File: config.mk
export PLATFORM = sky130hd
export DESIGN_NAME = tmds_encoder
export DESIGN_NICKNAME = d
export VERILOG_FILES = /design/src/rtl/tmds_encoder.sv
export SDC_FILE = /design/constraint.sdc
export NUM_CORES = 1
export LEC_CHECK = 0
export BUFFER_PORTS_ARGS = -buffer_cell sky130_fd_sc_hd__buf_2
export CAP_MARGIN = 20
export CORE_AREA = 2 2 64 66
export CTS_BUF_LIST = sky130_fd_sc_hd__clkbuf_8
export CTS_CLUSTER_DIAMETER = 50
export CTS_CLUSTER_SIZE = 10
export DETAILED_ROUTE_END_ITERATION = 10
export DIE_AREA = 0 0 66 68
export MAX_ROUTING_LAYER = met4
export PLACE_DENSITY_LB_ADDON = 0.1
export REMOVE_ABC_BUFFERS = 1
export SYNTH_ARGS = -nofsm -noshare
export SYNTH_HDL_FRONTEND = slang
export SYNTH_SLANG_ARGS = --single-unit
export TNS_END_PERCENT = 1
File: constraint.sdc
create_clock -name clk_in -period 2.4 [get_ports clk_in]
set_input_delay 0.24 -clock clk_in [delete_from_list [all_inputs] [get_ports clk_in]]
set_output_delay 0.24 -clock clk_in [all_outputs]
set_load 0.01 [all_outputs]
File: src/rtl/tmds_encoder.sv
// TMDS encoder for one HDMI/DVI channel: 8-bit pixel byte -> 10-bit DC-balanced
// symbol, or one of four control tokens during blanking. One symbol per clock.
// Ports: clk_in (pixel clock), rst_n_in (async active-low reset), data_in[7:0]
//        (pixel byte, used when ve_in=1), control_in[1:0] ({C1,C0}, used when
//        ve_in=0), ve_in (video enable), tmds_out[9:0] (registered symbol).
// Latency: 1 cycle. No backpressure: a symbol is produced every cycle.

// Transition-minimisation stage: picks the XOR or XNOR chain, whichever gives
// fewer transitions, and flags the choice in q_m[8] (1 = XOR, 0 = XNOR).
// Ports: data[7:0] (input byte), q_m[8:0] (transition-minimised word).
// Purely combinational.
module tm_choice (
  input  logic [7:0] data,
  output logic [8:0] q_m
);

  logic [3:0] ones;
  logic       use_xnor;

  always_comb begin
    ones = 4'd0;
    for (int i = 0; i < 8; i++) begin
      ones = ones + {3'b000, data[i]};
    end
  end

  // XNOR when the byte is ones-heavy; a tie is broken by bit 0 so that the
  // decision is a pure function of the byte.
  assign use_xnor = (ones > 4'd4) || ((ones == 4'd4) && !data[0]);

  always_comb begin
    q_m    = '0;
    q_m[0] = data[0];
    for (int i = 1; i < 8; i++) begin
      q_m[i] = use_xnor ? ~(q_m[i-1] ^ data[i]) : (q_m[i-1] ^ data[i]);
    end
    q_m[8] = ~use_xnor;
  end

endmodule

module tmds_encoder (
  input  logic       clk_in,
  input  logic       rst_n_in,
  input  logic [7:0] data_in,
  input  logic [1:0] control_in,
  input  logic       ve_in,
  output logic [9:0] tmds_out
);

  logic [8:0]        q_m;
  logic [3:0]        n1;
  logic [3:0]        n0;
  logic signed [4:0] diff;       // n1 - n0, range -8..+8
  logic signed [4:0] tally;      // running disparity of the emitted stream
  logic signed [4:0] tally_nxt;
  logic [9:0]        sym_nxt;
  logic              tally_zero;
  logic              tally_pos;
  logic              tally_neg;
  logic              balanced;
  logic              case_a;
  logic              case_b;

  tm_choice u_tm_choice (
    .data (data_in),
    .q_m  (q_m)
  );

  always_comb begin
    n1 = 4'd0;
    for (int i = 0; i < 8; i++) begin
      n1 = n1 + {3'b000, q_m[i]};
    end
  end

  assign n0   = 4'd8 - n1;
  assign diff = $signed({1'b0, n1}) - $signed({1'b0, n0});

  assign tally_zero = (tally == 5'sd0);
  assign tally_neg  = tally[4];
  assign tally_pos  = !tally_neg && !tally_zero;
  assign balanced   = (n1 == n0);

  assign case_a = tally_zero || balanced;
  // Invert the data bits when that pulls the running disparity back to zero.
  assign case_b = (tally_pos && (n1 > n0)) || (tally_neg && (n0 > n1));

  always_comb begin
    sym_nxt   = '0;
    tally_nxt = tally;
    if (!ve_in) begin
      tally_nxt = 5'sd0;
      case (control_in)
        2'b00:   sym_nxt = 10'h354;
        2'b01:   sym_nxt = 10'h0AB;
        2'b10:   sym_nxt = 10'h154;
        default: sym_nxt = 10'h2AB;
      endcase
    end else if (case_a) begin
      sym_nxt = {~q_m[8], q_m[8], (q_m[8] ? q_m[7:0] : ~q_m[7:0])};
      tally_nxt = q_m[8] ? (tally + diff) : (tally - diff);
    end else if (case_b) begin
      sym_nxt   = {1'b1, q_m[8], ~q_m[7:0]};
      // bits 9:8 = 1,q_m[8] add +2 to disparity only when q_m[8] is set
      tally_nxt = tally + (q_m[8] ? 5'sd2 : 5'sd0) - diff;
    end else begin
      sym_nxt   = {1'b0, q_m[8], q_m[7:0]};
      // bits 9:8 = 0,q_m[8] subtract 2 from disparity only when q_m[8] is clear
      tally_nxt = tally - (q_m[8] ? 5'sd0 : 5'sd2) + diff;
    end
  end

  always_ff @(posedge clk_in or negedge rst_n_in) begin
    if (!rst_n_in) begin
      tmds_out <= '0;
      tally    <= '0;
    end else begin
      tmds_out <= sym_nxt;
      tally    <= tally_nxt;
    end
  end

endmodule

==> results of run 1 <==
## registers in the layout, summed over array words and instances (netlist names)
name,count
tally,5
tmds_out,10
## per-layer routing
| metal | GRT usage, % | part of all wire, % | vias up |
|---|---|---|---|
| met5 | - | 0 | - |
| met4 | 5.10 | 1.6 | 0 |
| met3 | 2.63 | 2.3 | 9 |
| met2 | 43.1 | 54 | 30 |
| met1 | 25.4 | 42 | 766 |
| li1 | - | - | 824 |
## kinds of logic after synthesis
family | synth area share [%]
compound gates | 14.7
buf+inv | 7.43
fa+ha+maj | 28.9
simple gates | 10.7
xor+xnor | 15.7
flops | 18.7
mux | 3.81
## worst max-delay path: cells and delay by family
family | cells | cell delay, ps
AND/OR/NAND/NOR | 4 | 430
buffers and inverters | 7 | 410
XOR/XNOR | 3 | 460
adder cells (fa/ha/maj) | 13 | 5030
AO/OA/AOI/OAI | 5 | 970
## repair_timing
action / 4_1_cts / 5_1_grt
hold buffers: 1 / 0
endpoints found under the hold margin: 15 / 0
setup buffers: 2 / 0
pin swaps: 13 / 1
gates resized for setup: 25 / 4
setup endpoints to repair: 14 / 14
## cell type report
class	instances	area (um2)
clock buffers	3	41.3
clock inverters	1	7.51
fillers	300	1140
inverters	35	134
multi-input cells	149	1590
flip-flops and latches	15	375
well taps	50	62.6
repair buffers	71	500
## worst max-delay path by stage
| stage | to | from | slack, ps | depth (start not counted) |
|---|---|---|---|---|
| global placement | tally[4] | data_in[0] | -5520 | 32 |
| floorplan | tally[4] | data_in[0] | -5700 | 31 |
| detailed placement | tally[4] | data_in[0] | -5770 | 32 |
| global route | tally[4] | data_in[0] | -5300 | 32 |
| CTS | tally[4] | data_in[0] | -5020 | 31 |
| finish | tally[4] | data_in[0] | -5000 | 32 |
## layout by cell type (no fill, tap or decap), drive strengths merged, types with 2 or more instances in the layout
master / instances
o22a: 2
o21ai: 7
or2: 2
nor4: 2
nor3: 4
mux2i: 6
and3: 2
and2: 4
o41ai: 2
ha: 27
clkbuf: 3
xor2: 7
o211a: 3
fa: 12
nor2: 8
a21o: 8
xnor2: 18
buf: 70
inv: 35
o211ai: 2
a21oi: 8
nand2: 5
dfrtp: 15
nor2b: 4
a211oi: 2
## metrics by stage
stage                     area, um2  hold slack [ps]  setup TNS, ps  util [%]
after detailed placement       2500              172         -69900      64.9
after global placement         2500              162         -67420      64.9
after CTS                      2690              391         -60130      69.8
after floorplan                1990            -55.6         -66750         -
final                          2710              390         -59730      70.3
after global routing           2710              424         -63440      70.3
==> flow_metrics.py, run 1 <==
metrics = {
    "floorplan": {
        "chipWidth_um": 66,
        "io_pins": 23,
        "core_um2": 3860,
        "die_height_um": 68,
        "fp.dieArea_um2": 4490,
        "std_cell_rows": 23,
        "start_util_pct": 51.9,
    },
    "sta": {
        "slew_viol_final": 0,
        "hold_viol": 0,
        "layout_min_cycle_time_ps": 7400,
        "worst_clock_skew_ps": 3.32,
        "max_freq_mhz": 135,
        "slew_headroom_pct": 75.3,
        "post-route-period-util_pct": 308,
        "final-setup-viol-count": 14,
        "worst_slew_pin_slew_ps": 361,
        "layout_setup_ws_ps": -5000,
        "rsz0062_at_grt": "yes",
    },
    "yosys": {
        "synth.distinct_cells": 48,
        "ys_seq_area_share_pct": 18.7,
        "synth_area_um2": 2000,
        "synthTopCellsByCount": "34 x inv_1, 27 x ha_1, 15 x dfrtp_1, 15 x xnor2_1, 12 x fa_1",
        "synth_top_cell_by_area": "dfrtp_1",
        "synth_top_area_share_pct": 18.7,
        "ys.flop_type": "dfrtp_1",
        "syn_area_per_cell_um2": 9.87,
        "async_flop_share_pct": 100,
        "synth_most_common_cell": "inv_1",
        "ys_ff_latch": 15,
        "synth_top_cells_by_area": "dfrtp_1 19%, ha_1 17%, fa_1 12%",
        "yosys_warnings": 0,
        "synthCells": 203,
        "synth_edf_count": 0,
    },
    "finish": {
        "nNetsFinal": 327,
        "area_growth_pct": 35.4,
        "n_antenna_cell": 0,
        "layout-drive-gt1-share_pct": 39.1,
        "finalNonFillerCells": 324,
    },
    "clock_network": {
        "cts_tree": "done",
        "cts_buffer_depth": 2,
        "htreeDepth": 1,
        "clkSlewWorstSetupHoldPaths_ps": 70,
        "cts_root_buffer": "clkbuf_8",
        "numCtsBuffers": 3,
        "clk_latency_ps": 250,
        "cts_sinks": 15,
    },
    "placed_design": {
        "place.gp.congestion": 0.828,
        "dp_slack_ps": -5770,
        "place_inst": 317,
        "dp_hpwl_um": 3490,
        "portBuffers": 22,
    },
    "worst_setup_path": {
        "worst-endpoint-arrival_ps": 7530,
        "rr_startpoint": "tally[1]",
        "reg2regPathDepth": 10,
        "end_kind": "flip-flop",
        "critPathLaunchType": "input port",
        "cpMostUsedCell": "fa_1",
        "cp.required_ps": 2530,
        "regToRegSetupSlack_ps": 100,
        "path_class": "input port to flip-flop",
        "crit_fanout": 3,
        "crit_slowest_cell": "fa_1",
        "slowest_delay_ps": 540,
        "r2r_end": "tally[4]",
    },
    "worst_hold_path": {
        "holdPathEnd": "tmds_out[9]",
        "hold_path.class": "input port to flip-flop",
        "worstHoldStart": "control_in[1]",
        "hold_depth": 4,
    },
    "drt": {
        "via_per_inst": 5.03,
        "drt-total-wl_um": 4370,
        "vias": 1629,
        "drcViolationCount": 0,
        "dr.pass1.iters": 4,
        "dr.first_iter.drc_count": 70,
        "wl_per_cell_um": 13.5,
        "antenna_left": 0,
    },
    "global_routing": {
        "grt_antenna_before_repair": 0,
        "track_usage_pct": 22.6,
        "overflow": 0,
        "grt_max_degree": 21,
        "grt_pass1_wl_um": 7450,
        "grt_pass1_vias": 1726,
    },
    "run_status": {
        "status": "finished with violations",
        "violations": "negative setup slack",
    },
    "job": {
        "maxCapViolations": 0,
    },
}
Power of run 1 is left out: the tool's default activity adds up to more than one toggle a clock period on the data nets, which glitch-free logic cannot reach.
==> run 2: changes to the inputs <==
- BUFFER_PORTS_ARGS: -buffer_cell sky130_fd_sc_hd__buf_2 -> -buffer_cell sky130_fd_sc_hd__buf_4
==> run 2 against run 1 <==
  * The run still ends with negative setup slack left
  * Global-route usage grew 1.5 points
  * Clock skew is 1.6 ps higher
  * Die area unchanged
  * Non-clock buffer count rose by 7
  * Largest cell class unchanged
  * Highest routed layer unchanged
==> flow_metrics.py, run 2 (synthesis gave the netlist of run 1 again) <==
metrics = {
    "run_status": {
        "status": "finished with violations",
        "violations": "negative setup slack",
    },
    "clock_network": {
        "clkSlewWorstSetupHoldPaths_ps": 70,
        "clk_latency_ps": 260,
        "cts_buffer_depth": 2,
        "numCtsBuffers": 3,
        "htreeDepth": 1,
        "cts_root_buffer": "clkbuf_8",
        "cts_sinks": 15,
        "cts_tree": "done",
    },
    "global_routing": {
        "overflow": 0,
        "grt_pass1_vias": 1813,
        "track_usage_pct": 24.1,
        "grt_pass1_wl_um": 7940,
        "grt_max_degree": 21,
        "grt_antenna_before_repair": 0,
    },
    "finish": {
        "nNetsFinal": 334,
        "area_growth_pct": 43.6,
        "largest_register": "tmds_out",
        "final_cell_mix": "72 x buf_4, 28 x inv_1, 21 x ha_1, 15 x dfrtp_1, 12 x xnor2_1",
        "final_common_cell": "buf_4",
        "fillCellCount": 289,
        "n_antenna_cell": 0,
        "largest_reg_flops": 10,
        "layout-drive-gt1-share_pct": 45.6,
        "largestRegisters": "tmds_out (10), tally (5)",
    },
    "floorplan": {
        "die_height_um": 68,
        "start_util_pct": 51.9,
        "std_cell_rows": 23,
        "chipWidth_um": 66,
        "fp.dieArea_um2": 4490,
        "core_um2": 3860,
        "io_pins": 23,
    },
    "sta": {
        "rsz0062_at_grt": "yes",
        "final.setup.tns_ps": -62420,
        "final-setup-viol-count": 14,
        "slew_viol_final": 0,
        "hold_viol": 0,
        "max_freq_mhz": 132,
        "layout_min_cycle_time_ps": 7550,
        "slew_headroom_pct": 74.3,
        "worst_slew_pin_slew_ps": 381,
        "worst_clock_skew_ps": 4.95,
        "post-route-period-util_pct": 315,
        "layout_setup_ws_ps": -5150,
    },
    "drt": {
        "via_per_inst": 5.10,
        "wl_per_cell_um": 14.4,
        "drcViolationCount": 0,
        "dr.pass1.iters": 4,
        "antenna_left": 0,
        "drt-total-wl_um": 4750,
        "dr.first_iter.drc_count": 70,
        "vias": 1689,
    },
    "worst_setup_path": {
        "crit_slowest_cell": "fa_1",
        "crit_fanout": 3,
        "slowest_delay_ps": 560,
        "end_kind": "flip-flop",
        "critPathLaunchType": "input port",
        "worst-endpoint-arrival_ps": 7690,
        "path_class": "input port to flip-flop",
        "cpMostUsedCell": "fa_1",
        "cp.required_ps": 2540,
    },
    "placed_design": {
        "place.gp.congestion": 0.786,
        "portBuffers": 22,
        "dp_hpwl_um": 3560,
    },
    "worst_hold_path": {
        "hold_path.class": "input port to flip-flop",
    },
    "job": {
        "maxCapViolations": 0,
    },
}
## run 2: changes by cell type in the layout (fill, tap and decap cells not counted), sizes merged
| cell | change |
|---|---|
| buf | +7 |
## run 2: cell type report
class                           count  area (um2)  share of cell area, %
Timing Repair Buffer               78         611                   21.2
Clock inverter                      1        7.51                  0.261
Multi-Input combinational cell    149        1650                   57.2
Sequential cell                    15         375                   13.0
Clock buffer                        3        41.3                   1.44
Inverter                           35         134                   4.65
Tap cell                           50        62.6                   2.17
## run 2: stage by stage
step | setup WS (ps) | hold slack (ps) | util (%) | area, um2 | cells
floorplan | -5700 | -55.6 | - | 1990 | 199
global placement | -5470 | 103 | 66.5 | 2570 | 318
detailed placement | -5810 | 112 | 66.5 | 2570 | 318
CTS | -5130 | 325 | 72.2 | 2780 | 327
global route | -5390 | 335 | 74.6 | 2880 | 331
finish | -5150 | 324 | 74.6 | 2880 | 331
## run 2: timing repair
action,in CTS,in global routing
hold buffers,1,0
cloned,0,0
hold endpoints to repair,15,0
pin swaps,28,29
setup endpoints to repair,14,14
buffers inserted,4,4
gates resized for setup,31,12
## run 2: routing by layer
metal	track usage, %	routed length [um]
met4	6.63	55
met3	4.61	135
met2	47.3	2720
met5	-	0
met1	24.4	1850
## run 2: worst paths after layout
check | start | endpoint | slack, ps | depth (start not counted)
setup / recovery | data_in[0] | tally[4] | -5150 | 32
hold / removal | ve_in | tmds_out[8] | 320 | 2
setup reg to reg | tally[1] | tally[4] | 70 | 10
hold reg to reg | tally[0] | tally[0] | 500 | 1
max in group asynchronous | rst_n_in | tmds_out[5] | 1860 | 2
min in group asynchronous | rst_n_in | tally[1] | 360 | 2
## run 2: critical path, delay by kind of cell
kind | cells | cell delay [ps]
fa+ha+maj | 13 | 5190
compound gates | 5 | 1000
simple gates | 5 | 480
xor+xnor | 2 | 420
buf+inv | 7 | 370
Power of run 2 is left out for the same reason.
